==> config.mk <==
export PLATFORM = sky130hd
export DESIGN_NAME = uart_fifo_transceiver
export DESIGN_NICKNAME = d
export VERILOG_FILES = /design/src/rtl/uart_fifo_transceiver.sv
export SDC_FILE = /design/constraint.sdc
export NUM_CORES = 1
export LEC_CHECK = 0
export CELL_PAD_IN_SITES_DETAIL_PLACEMENT = 1
export CELL_PAD_IN_SITES_GLOBAL_PLACEMENT = 1
export CORE_ASPECT_RATIO = 1.5
export CORE_MARGIN = 1
export CORE_UTILIZATION = 53
export DETAILED_ROUTE_END_ITERATION = 10
export GPL_TIMING_DRIVEN = 0
export PLACE_DENSITY = 0.88
export SYNTH_ARGS = -nofsm -noshare
export SYNTH_HDL_FRONTEND = slang
export SYNTH_SLANG_ARGS = --single-unit
==> constraint.sdc <==
create_clock -name clk_int -period 9 [get_ports clk_int]
set_input_delay 1.8 -clock clk_int [delete_from_list [all_inputs] [get_ports clk_int]]
set_output_delay 1.8 -clock clk_int [all_outputs]
set_load 0.03 [all_outputs]
==> src/rtl/uart_fifo_transceiver.sv <==
// UART transceiver with a small FIFO on each direction.
// TX: FIFO -> serialiser (start, data LSB first, optional even parity, stop).
// RX: 2-flop synchroniser -> mid-bit sampler -> FIFO with show-ahead head,
//     per-entry frame/parity error flags and a sticky overrun flag.
module uart_fifo_transceiver #(
  parameter logic [27:0] CLOCK_FREQ = 28'd100000000,
  parameter int          DATA_BITS  = 8,
  parameter int          PARITY_EN  = 0,
  parameter int          FIFO_DEPTH = 4
) (
  input  logic                 clk_int,
  input  logic                 uart_reset,
  input  logic [1:0]           freq_control,
  input  logic [DATA_BITS-1:0] tx_data,
  input  logic                 tx_wr,
  output logic                 tx_full,
  output logic                 tx_busy,
  output logic                 uart_tx_d_out,
  input  logic                 uart_rx_d_in,
  output logic [DATA_BITS-1:0] rx_data,
  output logic                 rx_frame_err,
  output logic                 rx_parity_err,
  input  logic                 rx_rd,
  output logic                 rx_empty,
  output logic                 rx_overrun,
  input  logic                 rx_clr_ovr
);

  // Bit periods in clock cycles for each selectable baud rate.
  localparam int unsigned DIV_9600   = CLOCK_FREQ / 28'd9600;
  localparam int unsigned DIV_19200  = CLOCK_FREQ / 28'd19200;
  localparam int unsigned DIV_57600  = CLOCK_FREQ / 28'd57600;
  localparam int unsigned DIV_115200 = CLOCK_FREQ / 28'd115200;
  localparam int          CNT_W      = $clog2(DIV_9600 + 1);

  localparam int              PTR_W    = $clog2(FIFO_DEPTH);
  localparam logic [PTR_W:0]  FULL_CNT = (PTR_W+1)'(FIFO_DEPTH);
  localparam int              ENTRY_W  = DATA_BITS + 2;
  localparam logic [3:0]      LAST_IDX = 4'(DATA_BITS - 1);

  typedef enum logic [2:0] {TX_IDLE, TX_START, TX_DATA, TX_PARITY, TX_STOP} tx_state_t;
  typedef enum logic [2:0] {RX_IDLE, RX_START, RX_DATA, RX_PARITY, RX_STOP} rx_state_t;

  logic [CNT_W-1:0] w_div_sel;

  // Map the baud selector onto a bit period; engines latch this at frame start.
  always_comb begin
    w_div_sel = CNT_W'(DIV_9600);
    case (freq_control)
      2'b00:   w_div_sel = CNT_W'(DIV_9600);
      2'b01:   w_div_sel = CNT_W'(DIV_19200);
      2'b10:   w_div_sel = CNT_W'(DIV_57600);
      default: w_div_sel = CNT_W'(DIV_115200);
    endcase
  end

  // ---------------------------------------------------------------- TX FIFO
  logic [DATA_BITS-1:0] r_tx_mem [FIFO_DEPTH];
  logic [PTR_W-1:0]     r_tx_wr_ptr;
  logic [PTR_W-1:0]     r_tx_rd_ptr;
  logic [PTR_W:0]       r_tx_count;
  logic                 w_tx_empty;
  logic                 w_tx_push;
  logic                 w_tx_pop;
  logic [DATA_BITS-1:0] w_tx_head;

  assign w_tx_empty = (r_tx_count == '0);
  assign tx_full    = (r_tx_count == FULL_CNT);
  assign w_tx_push  = tx_wr && !tx_full;
  assign w_tx_head  = r_tx_mem[r_tx_rd_ptr];

  // TX storage array; written only on an accepted push.
  always_ff @(posedge clk_int) begin
    if (w_tx_push) begin
      r_tx_mem[r_tx_wr_ptr] <= tx_data;
    end
  end

  // TX FIFO pointers and occupancy.
  always_ff @(posedge clk_int) begin
    if (uart_reset) begin
      r_tx_wr_ptr <= '0;
      r_tx_rd_ptr <= '0;
      r_tx_count  <= '0;
    end else begin
      if (w_tx_push) r_tx_wr_ptr <= r_tx_wr_ptr + 1'b1;
      if (w_tx_pop)  r_tx_rd_ptr <= r_tx_rd_ptr + 1'b1;
      case ({w_tx_push, w_tx_pop})
        2'b10:   r_tx_count <= r_tx_count + 1'b1;
        2'b01:   r_tx_count <= r_tx_count - 1'b1;
        default: r_tx_count <= r_tx_count;
      endcase
    end
  end

  // ---------------------------------------------------------------- TX engine
  tx_state_t            r_tx_state, w_tx_state_next;
  logic [CNT_W-1:0]     r_tx_cnt, w_tx_cnt_next;
  logic [CNT_W-1:0]     r_tx_div, w_tx_div_next;
  logic [DATA_BITS-1:0] r_tx_shift, w_tx_shift_next;
  logic [3:0]           r_tx_idx, w_tx_idx_next;
  logic                 r_tx_par, w_tx_par_next;
  logic                 r_tx_out, w_tx_out_next;
  logic                 w_tx_load;
  logic                 w_tx_bit_end;

  assign w_tx_bit_end  = (r_tx_cnt == r_tx_div - CNT_W'(1));
  assign w_tx_pop      = w_tx_load;
  assign uart_tx_d_out = r_tx_out;
  assign tx_busy       = !w_tx_empty || (r_tx_state != TX_IDLE);

  // TX state register; the line itself is a register so it is glitch-free.
  always_ff @(posedge clk_int) begin
    if (uart_reset) begin
      r_tx_state <= TX_IDLE;
      r_tx_cnt   <= '0;
      r_tx_div   <= '0;
      r_tx_shift <= '0;
      r_tx_idx   <= '0;
      r_tx_par   <= 1'b0;
      r_tx_out   <= 1'b1;
    end else begin
      r_tx_state <= w_tx_state_next;
      r_tx_cnt   <= w_tx_cnt_next;
      r_tx_div   <= w_tx_div_next;
      r_tx_shift <= w_tx_shift_next;
      r_tx_idx   <= w_tx_idx_next;
      r_tx_par   <= w_tx_par_next;
      r_tx_out   <= w_tx_out_next;
    end
  end

  // TX next state: count DIV cycles per bit; load straight from STOP for back-to-back frames.
  always_comb begin
    w_tx_state_next = r_tx_state;
    w_tx_cnt_next   = r_tx_cnt + CNT_W'(1);
    w_tx_div_next   = r_tx_div;
    w_tx_shift_next = r_tx_shift;
    w_tx_idx_next   = r_tx_idx;
    w_tx_par_next   = r_tx_par;
    w_tx_out_next   = r_tx_out;
    w_tx_load       = 1'b0;
    case (r_tx_state)
      TX_IDLE: begin
        w_tx_cnt_next = '0;
        w_tx_out_next = 1'b1;
        if (!w_tx_empty) w_tx_load = 1'b1;
      end
      TX_START: begin
        if (w_tx_bit_end) begin
          w_tx_cnt_next   = '0;
          w_tx_idx_next   = '0;
          w_tx_out_next   = r_tx_shift[0];
          w_tx_state_next = TX_DATA;
        end
      end
      TX_DATA: begin
        if (w_tx_bit_end) begin
          w_tx_cnt_next = '0;
          if (r_tx_idx == LAST_IDX) begin
            if (PARITY_EN != 0) begin
              w_tx_out_next   = r_tx_par;
              w_tx_state_next = TX_PARITY;
            end else begin
              w_tx_out_next   = 1'b1;
              w_tx_state_next = TX_STOP;
            end
          end else begin
            w_tx_idx_next   = r_tx_idx + 4'd1;
            w_tx_shift_next = r_tx_shift >> 1;
            w_tx_out_next   = r_tx_shift[1];
          end
        end
      end
      TX_PARITY: begin
        if (w_tx_bit_end) begin
          w_tx_cnt_next   = '0;
          w_tx_out_next   = 1'b1;
          w_tx_state_next = TX_STOP;
        end
      end
      TX_STOP: begin
        if (w_tx_bit_end) begin
          w_tx_cnt_next = '0;
          if (!w_tx_empty) begin
            w_tx_load = 1'b1;
          end else begin
            w_tx_out_next   = 1'b1;
            w_tx_state_next = TX_IDLE;
          end
        end
      end
      default: begin
        w_tx_out_next   = 1'b1;
        w_tx_state_next = TX_IDLE;
      end
    endcase
    if (w_tx_load) begin
      w_tx_state_next = TX_START;
      w_tx_cnt_next   = '0;
      w_tx_div_next   = w_div_sel;
      w_tx_shift_next = w_tx_head;
      w_tx_par_next   = ^w_tx_head;
      w_tx_out_next   = 1'b0;
    end
  end

  // ---------------------------------------------------------------- RX engine
  logic r_rx_sync1, r_rx_sync2, r_rx_prev;

  // Two-flop synchroniser plus one delayed copy for falling-edge detection.
  always_ff @(posedge clk_int) begin
    if (uart_reset) begin
      r_rx_sync1 <= 1'b1;
      r_rx_sync2 <= 1'b1;
      r_rx_prev  <= 1'b1;
    end else begin
      r_rx_sync1 <= uart_rx_d_in;
      r_rx_sync2 <= r_rx_sync1;
      r_rx_prev  <= r_rx_sync2;
    end
  end

  rx_state_t            r_rx_state, w_rx_state_next;
  logic [CNT_W-1:0]     r_rx_cnt, w_rx_cnt_next;
  logic [CNT_W-1:0]     r_rx_div, w_rx_div_next;
  logic [DATA_BITS-1:0] r_rx_shift, w_rx_shift_next;
  logic [3:0]           r_rx_idx, w_rx_idx_next;
  logic                 r_rx_par_err, w_rx_par_err_next;
  logic                 r_rx_push, w_rx_push_next;
  logic [ENTRY_W-1:0]   r_rx_entry, w_rx_entry_next;
  logic                 w_rx_bit_end;
  logic                 w_rx_half_end;

  assign w_rx_bit_end  = (r_rx_cnt == r_rx_div - CNT_W'(1));
  assign w_rx_half_end = (r_rx_cnt == (r_rx_div >> 1) - CNT_W'(1));

  // RX state register; the completed character waits one cycle in r_rx_entry.
  always_ff @(posedge clk_int) begin
    if (uart_reset) begin
      r_rx_state   <= RX_IDLE;
      r_rx_cnt     <= '0;
      r_rx_div     <= '0;
      r_rx_shift   <= '0;
      r_rx_idx     <= '0;
      r_rx_par_err <= 1'b0;
      r_rx_push    <= 1'b0;
      r_rx_entry   <= '0;
    end else begin
      r_rx_state   <= w_rx_state_next;
      r_rx_cnt     <= w_rx_cnt_next;
      r_rx_div     <= w_rx_div_next;
      r_rx_shift   <= w_rx_shift_next;
      r_rx_idx     <= w_rx_idx_next;
      r_rx_par_err <= w_rx_par_err_next;
      r_rx_push    <= w_rx_push_next;
      r_rx_entry   <= w_rx_entry_next;
    end
  end

  // RX next state: confirm start at half a bit, then sample every DIV cycles.
  always_comb begin
    w_rx_state_next   = r_rx_state;
    w_rx_cnt_next     = r_rx_cnt + CNT_W'(1);
    w_rx_div_next     = r_rx_div;
    w_rx_shift_next   = r_rx_shift;
    w_rx_idx_next     = r_rx_idx;
    w_rx_par_err_next = r_rx_par_err;
    w_rx_push_next    = 1'b0;
    w_rx_entry_next   = r_rx_entry;
    case (r_rx_state)
      RX_IDLE: begin
        w_rx_cnt_next = '0;
        if (r_rx_prev && !r_rx_sync2) begin
          w_rx_div_next     = w_div_sel;
          w_rx_par_err_next = 1'b0;
          w_rx_state_next   = RX_START;
        end
      end
      RX_START: begin
        if (w_rx_half_end) begin
          w_rx_cnt_next = '0;
          if (!r_rx_sync2) begin
            w_rx_idx_next   = '0;
            w_rx_state_next = RX_DATA;
          end else begin
            w_rx_state_next = RX_IDLE;
          end
        end
      end
      RX_DATA: begin
        if (w_rx_bit_end) begin
          w_rx_cnt_next   = '0;
          w_rx_shift_next = {r_rx_sync2, r_rx_shift[DATA_BITS-1:1]};
          if (r_rx_idx == LAST_IDX) begin
            w_rx_state_next = (PARITY_EN != 0) ? RX_PARITY : RX_STOP;
          end else begin
            w_rx_idx_next = r_rx_idx + 4'd1;
          end
        end
      end
      RX_PARITY: begin
        if (w_rx_bit_end) begin
          w_rx_cnt_next     = '0;
          w_rx_par_err_next = (^r_rx_shift) ^ r_rx_sync2;
          w_rx_state_next   = RX_STOP;
        end
      end
      RX_STOP: begin
        if (w_rx_bit_end) begin
          w_rx_cnt_next   = '0;
          w_rx_push_next  = 1'b1;
          w_rx_entry_next = {r_rx_shift, ~r_rx_sync2, r_rx_par_err};
          w_rx_state_next = RX_IDLE;
        end
      end
      default: w_rx_state_next = RX_IDLE;
    endcase
  end

  // ---------------------------------------------------------------- RX FIFO
  logic [ENTRY_W-1:0] r_rx_mem [FIFO_DEPTH];
  logic [PTR_W-1:0]   r_rx_wr_ptr;
  logic [PTR_W-1:0]   r_rx_rd_ptr;
  logic [PTR_W:0]     r_rx_count;
  logic               r_rx_ovr;
  logic               w_rx_empty;
  logic               w_rx_full;
  logic               w_rx_pop;
  logic               w_rx_accept;
  logic               w_rx_drop;
  logic [ENTRY_W-1:0] w_rx_head;

  assign w_rx_empty  = (r_rx_count == '0);
  assign w_rx_full   = (r_rx_count == FULL_CNT);
  assign w_rx_pop    = rx_rd && !w_rx_empty;
  // A pop in the same cycle frees the slot, so a full FIFO still accepts.
  assign w_rx_accept = r_rx_push && (!w_rx_full || w_rx_pop);
  assign w_rx_drop   = r_rx_push && w_rx_full && !w_rx_pop;
  assign w_rx_head   = r_rx_mem[r_rx_rd_ptr];

  assign rx_empty      = w_rx_empty;
  assign rx_overrun    = r_rx_ovr;
  assign rx_data       = w_rx_empty ? '0 : w_rx_head[ENTRY_W-1:2];
  assign rx_frame_err  = !w_rx_empty && w_rx_head[1];
  assign rx_parity_err = !w_rx_empty && w_rx_head[0];

  // RX storage array; written only when a received character is accepted.
  always_ff @(posedge clk_int) begin
    if (w_rx_accept) begin
      r_rx_mem[r_rx_wr_ptr] <= r_rx_entry;
    end
  end

  // RX FIFO pointers, occupancy and sticky overrun (a new drop beats a clear).
  always_ff @(posedge clk_int) begin
    if (uart_reset) begin
      r_rx_wr_ptr <= '0;
      r_rx_rd_ptr <= '0;
      r_rx_count  <= '0;
      r_rx_ovr    <= 1'b0;
    end else begin
      if (w_rx_accept) r_rx_wr_ptr <= r_rx_wr_ptr + 1'b1;
      if (w_rx_pop)    r_rx_rd_ptr <= r_rx_rd_ptr + 1'b1;
      case ({w_rx_accept, w_rx_pop})
        2'b10:   r_rx_count <= r_rx_count + 1'b1;
        2'b01:   r_rx_count <= r_rx_count - 1'b1;
        default: r_rx_count <= r_rx_count;
      endcase
      if (w_rx_drop)       r_rx_ovr <= 1'b1;
      else if (rx_clr_ovr) r_rx_ovr <= 1'b0;
    end
  end

endmodule

==> results of run 1 <==
-- layer usage --
| layer | up-vias | wire, µm | GRT usage, % |
|---|---|---|---|
| li1 | 3148 | - | - |
| met1 | 3415 | 8780 | 28.8 |
| met2 | 180 | 13200 | 55.6 |
| met3 | 85 | 664 | 4.14 |
| met4 | 0 | 1120 | 17.4 |
| met5 | - | 0 | 0 |
-- stage by stage --
step	instance area (µm²)	total power (µW)	util [%]	cells	setup slack, ns
2_1_floorplan	8900	1370	-	845	5.39
6_report	10100	2320	61.7	1112	4.13
4_1_cts	10100	2320	61.7	1112	4.16
3_3_place_gp	9450	1500	57.8	1080	4.42
5_1_grt	10100	2410	61.7	1112	3.95
3_5_place_dp	9450	1540	57.8	1080	4.18
-- sequential cells by signal, summed over array words and instances (netlist names), 4 cells and up, named ones only --
| name | flops |
|---|---|
| r_rx_cnt | 14 |
| r_rx_div | 9 |
| r_rx_entry | 10 |
| r_rx_idx | 4 |
| r_rx_mem | 40 |
| r_rx_shift | 8 |
| r_tx_cnt | 14 |
| r_tx_div | 9 |
| r_tx_idx | 4 |
| r_tx_mem | 32 |
| r_tx_shift | 8 |
-- synthesized netlist by cell type, types with 21 or more instances --
master | instances | share of area (%)
nand2_1 | 29 | 1.2
o21ai_0 | 21 | 1.2
ha_1 | 21 | 3.0
clkbuf_1 | 46 | 1.9
nand3_1 | 29 | 1.6
a21oi_1 | 30 | 1.7
edfxtp_1 | 72 | 24
nor2_1 | 87 | 3.7
xnor2_1 | 41 | 4.0
mux2i_1 | 26 | 2.9
dfxtp_1 | 111 | 25
nor2b_1 | 23 | 1.6
xor2_1 | 32 | 3.1
nor3_1 | 32 | 1.8
inv_1 | 31 | 1.3
-- logic make-up (layout without fill, tap and decap cells) --
| logic type | after synthesis | after routing | share of synthesized area, % |
|---|---|---|---|
| compound gates | 132 | 132 | 10.3 |
| xor+xnor | 75 | 75 | 7.69 |
| fa+ha+maj | 23 | 23 | 3.40 |
| buf+inv | 89 | 150 | 4.05 |
| flops | 183 | 183 | 49.3 |
| mux | 44 | 44 | 7.48 |
| simple gates | 299 | 299 | 17.8 |
-- power breakdown --
group | leakage (µW) | total (µW) | switching [µW] | internal (µW)
sequential | 0.00156 | 971 | 49.7 | 921
clock | 0.000302 | 779 | 395 | 383
combinational | 0.00161 | 569 | 355 | 214
-- area by class of cell --
| type | instances | area share, % |
|---|---|---|
| Tap cell | 206 | 2.56 |
| Buffer | 58 | 2.42 |
| Timing Repair Buffer | 29 | 2.88 |
| Sequential cell | 183 | 43.5 |
| Clock inverter | 15 | 1.99 |
| Inverter | 31 | 1.16 |
| Multi-Input combinational cell | 573 | 41.2 |
| Clock buffer | 17 | 4.22 |
-- final timing paths --
check / from / endpoint / slack (ns) / depth (start not counted)
setup / recovery: r_tx_div[4] / r_tx_count[2] / 4.13 / 13
hold / removal: r_rx_sync1 / r_rx_sync2 / 0.42 / 1
setup reg to reg: r_tx_div[4] / r_tx_count[2] / 4.13 / 13
hold reg to reg: r_rx_sync1 / r_rx_sync2 / 0.42 / 1
-- critical path, stage by stage (launching register included) --
cell and delay [ns]:
dfxtp_1 0.38, nor4_1 0.80, and3_1 0.32, a211oi_1 0.11, o31a_1 0.34, o31ai_1 0.77, nand2_1 0.44, inv_1 0.31
ha_1 0.24, inv_1 0.06, fa_1 0.39, xor2_1 0.16, or3_1 0.32, a21oi_1 0.15
==> results.cfg, run 1 <==
[detailed_routing]
routed_via_density = 6.14
vias = 6828
drt-wirelength-per-cell_um = 21.4
detail-route-antenna-nets = 0
drt-initial-drc-count = 362
wirelength_um = 23700
dr.pass1.iters = 4
drc = 0

[sta]
holdWs_ns = 0.417
slew_headroom_pct = 38.7
setup_viol = 0
rsz0062_at_grt = no
slew_viol_final = 0
timing.setup.tns_ns = 0
max_clock_freq_mhz = 205
finalHoldViolCount = 0
finalCritPeriodShare_pct = 54.2
skew_ns = 0.0167
fin_crit_ns = 4.87
worst_pin_slew_ns = 0.919

[logic_synthesis]
avgSynthCellArea_um2 = 10.5
syn_area_mm2 = 0.00890
synthArstFlopShare_pct = 0
ys_ff_latch = 183
synth_nets = 884
ys_warn_count = 0
synthCells = 845
seq_area_frac_synth_pct = 49.3
synthFlopType = dfxtp_1
synth_edf_count = 72
synthDistinctLibCells = 66

[clock_tree]
cts_tree = done
clk_pin_slew_ns = 0.08
clock_sinks = 183
cts_root_buffer = clkbuf_16
postCtsHoldBufs = 0
htree_levels = 4
ctsResizeCount = 0
clockBufferDepth = 2
worstSkewPairLatency_ns = 0.45
cts-buffers-inserted = 17
post_cts_buffers = 0

[power]
p_per_area_mw_per_mm2 = 230
irDropWorstVdd_v = 0.000152
leakagePower_uw = 0.00347

[worst_setup_path]
critPathMaxFanout = 7
endpoint_kind = flip-flop
cp.required_ns = 9.37
worstPathArrival_ns = 5.25
path_class = flip-flop to flip-flop
start_kind = flip-flop

[floorplan]
core_area_mm2 = 0.0163
ioPinCount = 31
start_util_pct = 54.5
core.rowCount = 57
die_x_um = 108
die_area_mm2 = 0.0173
die_y_um = 161

[layout]
area_growth_pct = 13.2
final_common_cell = dfxtp_1
multi_input_area_mm2 = 0.00415
nFillCells = 1755
layout.nets = 932
layout_common_cells = 111 x dfxtp_1, 87 x nor2_1, 72 x edfxtp_1
drive_above_1_share_pct = 8.06
diodes = 0
seq_area_mm2 = 0.00438

[run_status]
status = finished, final reports clean

[placed_design]
gp_congestion = 0.910
io_buffers = 29
hpwl_um = 16800

[flow_run]
drv_cap = 0

[global_route]
grt_pass1_vias = 7520
gr-total-overflow = 0
grt_usage_pct = 29.1
grt_max_degree = 22
antenna_found_initial = 0
grt_pass1_wl_um = 38300

[worst_hold_path]
worstHoldPathType = flip-flop to flip-flop
Power figures use the tool's default switching activity.
==> run 2, diff against run 1 <==
--- a/config.mk
+++ b/config.mk
@@ -9,10 +9,10 @@
 export CELL_PAD_IN_SITES_GLOBAL_PLACEMENT = 1
 export CORE_ASPECT_RATIO = 1.5
 export CORE_MARGIN = 1
-export CORE_UTILIZATION = 53
+export CORE_UTILIZATION = 44
 export DETAILED_ROUTE_END_ITERATION = 10
 export GPL_TIMING_DRIVEN = 0
-export PLACE_DENSITY = 0.88
+export PLACE_DENSITY = 0.78
 export SYNTH_ARGS = -nofsm -noshare
 export SYNTH_HDL_FRONTEND = slang
 export SYNTH_SLANG_ARGS = --single-unit
==> constraint.sdc (replaced) <==
create_clock -name clk_int -period 4 [get_ports clk_int]
set_input_delay 0.8 -clock clk_int [delete_from_list [all_inputs] [get_ports clk_int]]
set_output_delay 0.8 -clock clk_int [all_outputs]
set_load 0.03 [all_outputs]
==> run 2 against run 1 <==
Wire length fell by 7.4%. Sequential power rose by 130%. Setup slack got worse by 3.9 ns. Critical endpoint unchanged.
==> results.cfg, run 2 (synthesized netlist as in run 1, its figures left out) <==
[worst_setup_path]
worstPathArrival_ns = 4.13
cp.required_ns = 4.36
endpoint_kind = flip-flop
start_kind = flip-flop
critPathMaxFanout = 7
rrSetupSlack_ns = 0.23
path_class = flip-flop to flip-flop

[global_route]
gr-total-overflow = 0
grt_pass1_vias = 6926
grt_max_degree = 17
grt_pass1_wl_um = 36000
grt_usage_pct = 22.4
antenna_found_initial = 0

[detailed_routing]
vias = 6540
routed_via_density = 5.61
drt-wirelength-per-cell_um = 18.9
wirelength_um = 22000
dr.pass1.iters = 4
drt-initial-drc-count = 392
detail-route-antenna-nets = 0
drc = 0

[placed_design]
dpl_worst_slack_ns = -0.486
hpwl_um = 15800
gp_congestion = 0.795
io_buffers = 29

[power]
combPwrFrac_pct = 24.5
seq_power_share_pct = 42.7
p_int_uw = 3500
leakagePower_uw = 0.00347
p_switching_uw = 1630
p_per_area_mw_per_mm2 = 506
irDropWorstVdd_v = 0.000316
clkPwrFrac_pct = 32.8
swShare_pct = 31.8

[layout]
layout.nets = 932
reg_top3 = r_rx_mem: 40 flops, r_tx_mem: 32 flops
seq_area_mm2 = 0.00439
area_growth_pct = 14.0
nFillCells = 2157
multi_input_area_mm2 = 0.00420
largest_reg_flops = 40
top_register = r_rx_mem
diodes = 0
drive_above_1_share_pct = 8.94
final_util_pct = 51.3
layout_common_cells = 109 x dfxtp_1, 87 x nor2_1, 72 x edfxtp_1
final_common_cell = dfxtp_1

[worst_hold_path]
worstHoldPathType = flip-flop to flip-flop

[sta]
skew_ns = 0.00770
finalHoldViolCount = 0
rsz0062_at_grt = no
finalCritPeriodShare_pct = 94.2
slew_viol_final = 0
slew_headroom_pct = 40.9
worst_slack_ns = 0.234
worst_pin_slew_ns = 0.887
max_clock_freq_mhz = 266
holdWs_ns = 0.412
setup_viol = 0
fin_crit_ns = 3.77

[clock_tree]
cts-buffers-inserted = 17
htree_levels = 4
clk_pin_slew_ns = 0.07
clock_sinks = 183
worstSkewPairLatency_ns = 0.44
clockBufferDepth = 2
cts_root_buffer = clkbuf_16
cts_tree = done

[floorplan]
core_area_mm2 = 0.0198
ioPinCount = 31
die_x_um = 118
die_y_um = 176
start_util_pct = 45.0
die_area_mm2 = 0.0208
core.rowCount = 63

[flow_run]
drv_cap = 0

[run_status]
status = finished, final reports clean
-- run 2: cell types whose count changed in the layout (fill, tap and decap cells not counted), sizes merged --
cell      change
clkinv        -4
bufinv        +2
clkinvlp      +2
inv           -2
buf           +1
clkbuf        +1
-- run 2: critical path, cell delays in order, from the launching register on --
cell and delay (ns):
dfxtp_2 0.43, inv_1 0.07, ha_1 0.26, nor3b_2 0.19, and3_1 0.20, o21a_1 0.20, o31a_1 0.32, o31ai_4 0.37
nand2_2 0.21, inv_1 0.20, ha_1 0.20, inv_1 0.06, fa_1 0.37, xor2_1 0.16, or3_1 0.31, a21oi_1 0.15
-- run 2: per-stage QoR --
step | TNS [ns] | std cells | power [µW] | cell area [µm²]
after floorplan | 0 | 845 | 3090 | 8900
after global placement | -0.462 | 1134 | 3390 | 9510
after detailed placement | -0.729 | 1134 | 3430 | 9510
after CTS | 0 | 1165 | 5130 | 10100
after global routing | 0 | 1166 | 5390 | 10100
final | 0 | 1166 | 5130 | 10100
-- run 2: layer usage --
| layer | vias to the layer above | global-route usage, % | share of wire, % |
|---|---|---|---|
| li1 | 3132 | - | - |
| met1 | 3279 | 24.7 | 40 |
| met2 | 104 | 43.3 | 55 |
| met3 | 25 | 2.91 | 2.4 |
| met4 | 0 | 8.12 | 1.7 |
| met5 | - | 0 | 0 |
-- run 2: worst paths after layout --
| kind | from | to | depth (start not counted) |
|---|---|---|---|
| setup / recovery | r_tx_div[8] | r_tx_count[2] | 15 |
| hold / removal | r_rx_sync1 | r_rx_sync2 | 1 |
| setup reg to reg | r_tx_div[8] | r_tx_count[2] | 15 |
| hold reg to reg | r_rx_sync1 | r_rx_sync2 | 1 |
-- run 2: what timing repair did --
item / CTS / global route
resized for setup: 4 / 8
buffers inserted: 0 / 2
pin swaps: 1 / 2
endpoints found under the setup margin: 2 / 34
hold buffers: 0 / 0
-- run 2: final cells by class --
class / instances / share of cell area (%)
Inverter: 31 / 1.15
Timing Repair Buffer: 31 / 3.01
Buffer: 56 / 2.36
Multi-Input combinational cell: 573 / 41.4
Clock inverter: 13 / 1.42
Tap cell: 260 / 3.21
Sequential cell: 183 / 43.2
Clock buffer: 19 / 4.27
-- run 2: power by group through the flow --
stage	clock network (µW)	logic [µW]	registers, µW
floorplan	0	903	2190
global placement	0	1180	2210
detailed placement	0	1220	2210
CTS	1710	1240	2180
global route	1790	1400	2210
finish	1680	1260	2190
==> run 3, diff against run 2 <==
==> constraint.sdc (replaced) <==
create_clock -name clk_int -period 3.4 [get_ports clk_int]
set_input_delay 0.68 -clock clk_int [delete_from_list [all_inputs] [get_ports clk_int]]
set_output_delay 0.68 -clock clk_int [all_outputs]
set_load 0.03 [all_outputs]
==> run 3 against run 2 <==
Wire length is 1.2% lower. First-iteration DRC count is 0.51% lower. Combinational power is 35% higher. Clock power is 20% higher. Maximum frequency is 15% higher. Register-to-register slack worse by 0.11 ns. Sequential cell count stayed put. Cell area is 2.5% higher. Final cell count is 1.1% higher. Clock-buffer cell count is 1 lower. Worst hold slack better by 0.012 ns. Largest power group unchanged.
==> results.cfg, run 3 (synthesized netlist as in run 1, its figures left out) <==
[worst_setup_path]
cp.required_ns = 3.73
r2r_cells = 9
critPathMaxFanout = 10
start_kind = flip-flop
path_class = flip-flop to flip-flop
worstPathArrival_ns = 3.61
endpoint_kind = flip-flop

[sta]
finalCritPeriodShare_pct = 96.4
slew_viol_final = 0
setup_viol = 0
max_clock_freq_mhz = 305
worst_pin_slew_ns = 0.839
finalHoldViolCount = 0
slew_headroom_pct = 43.7
fin_crit_ns = 3.28
skew_ns = 0.00918
timing.setup.tns_ns = 0

[clock_tree]
clk_pin_slew_ns = 0.07
cts_root_buffer = clkbuf_16
clock_sinks = 183
postCtsHoldBufs = 0
htree_levels = 4
cts_tree = done
worstSkewPairLatency_ns = 0.45
cts-buffers-inserted = 17
clockBufferDepth = 2

[detailed_routing]
drc = 0
wirelength_um = 21700
routed_via_density = 5.58
detail-route-antenna-nets = 0
dr.pass1.iters = 4
drt-initial-drc-count = 390
vias = 6584
drt-wirelength-per-cell_um = 18.4

[power]
irDropWorstVdd_v = 0.000353
leakagePower_uw = 0.00358
p_per_area_mw_per_mm2 = 605
power_uw = 6290

[floorplan]
start_util_pct = 45.0
core_area_mm2 = 0.0198
die_area_mm2 = 0.0208
die_y_um = 176
die_x_um = 118
core.rowCount = 63
ioPinCount = 31

[global_route]
grt_usage_pct = 22.0
antenna_found_initial = 0
gr-total-overflow = 0
grt_max_degree = 18
grt_pass1_wl_um = 35400
grt_pass1_vias = 6926

[layout]
largest_reg_flops = 40
diodes = 0
multi_input_area_mm2 = 0.00430
final_util_pct = 52.5
final_common_cell = dfxtp_1
top_register = r_rx_mem
nFillCells = 2124
area_growth_pct = 16.8
drive_above_1_share_pct = 12.4
seq_area_mm2 = 0.00439
reg_top3 = r_rx_mem: 40 flops, r_tx_mem: 32 flops
layout.nets = 945
layout_common_cells = 108 x dfxtp_1, 87 x nor2_1, 72 x edfxtp_1

[worst_hold_path]
worstHoldPathType = flip-flop to flip-flop
hold_depth = 1

[placed_design]
hpwl_um = 15800
io_buffers = 29
gp_congestion = 0.807

[flow_run]
drv_cap = 0

[run_status]
status = finished, final reports clean
[run 3: layer usage]
| layer | part of all wire, % | global-route usage, % |
|---|---|---|
| met5 | 0 | 0 |
| met4 | 2.2 | 8.71 |
| met3 | 2.4 | 4.33 |
| met2 | 55 | 42.1 |
| met1 | 40 | 23.3 |
[run 3: layout make-up]
class | count | share of cell area, %
sequential | 183 | 42.2
multi-input combinational | 573 | 41.4
clock buffer | 18 | 4.13
tap | 260 | 3.13
buffer | 56 | 2.54
inverter | 31 | 1.18
clock inverter | 14 | 1.54
timing repair buffer | 44 | 3.88
[run 3: timing repair]
action | in CTS | in global routing
gates cloned | 1 | 0
setup endpoints to repair | 63 | 33
pin swaps | 5 | 8
gates resized for setup | 24 | 23
endpoints found under the hold margin | 0 | 0
buffers inserted | 7 | 7
[run 3: worst paths after layout]
path / start / to / slack [ns]
worst min register to register: r_rx_sync1 / r_rx_sync2 / 0.42
worst max register to register: r_rx_div[5] / r_rx_cnt[4] / 0.12
worst max-delay path: r_rx_div[5] / r_rx_cnt[4] / 0.12
worst min-delay path: r_rx_sync1 / r_rx_sync2 / 0.42
[run 3: power breakdown]
part	internal [µW]	switching [µW]	leakage (µW)
combinational	727	973	0.00172
sequential	2440	131	0.00157
clock	1100	917	0.000288
total	4270	2020	0.00358
[run 3: metrics by stage]
| stage | hold slack, ns | area, µm² | cells | setup WS [ns] |
|---|---|---|---|---|
| after global placement | 0.404 | 9530 | 1134 | -0.597 |
| after global routing | 0.461 | 10400 | 1179 | -0.0256 |
| after CTS | 0.425 | 10300 | 1172 | 0.00817 |
| final | 0.423 | 10400 | 1179 | 0.124 |
| after detailed placement | 0.409 | 9530 | 1134 | -0.686 |
| after floorplan | 0.389 | 8910 | 845 | 0.00732 |
[run 3: worst max-delay path, cell delays in order (launching register included)]
cell	delay, ns
dfxtp_1	0.30
buf_2	0.17
or4_4	0.55
o31a_1	0.27
or4b_1	0.50
a211o_1	0.34
or4_4	0.57
a21oi_4	0.23
buf_6	0.17
nor3_1	0.05
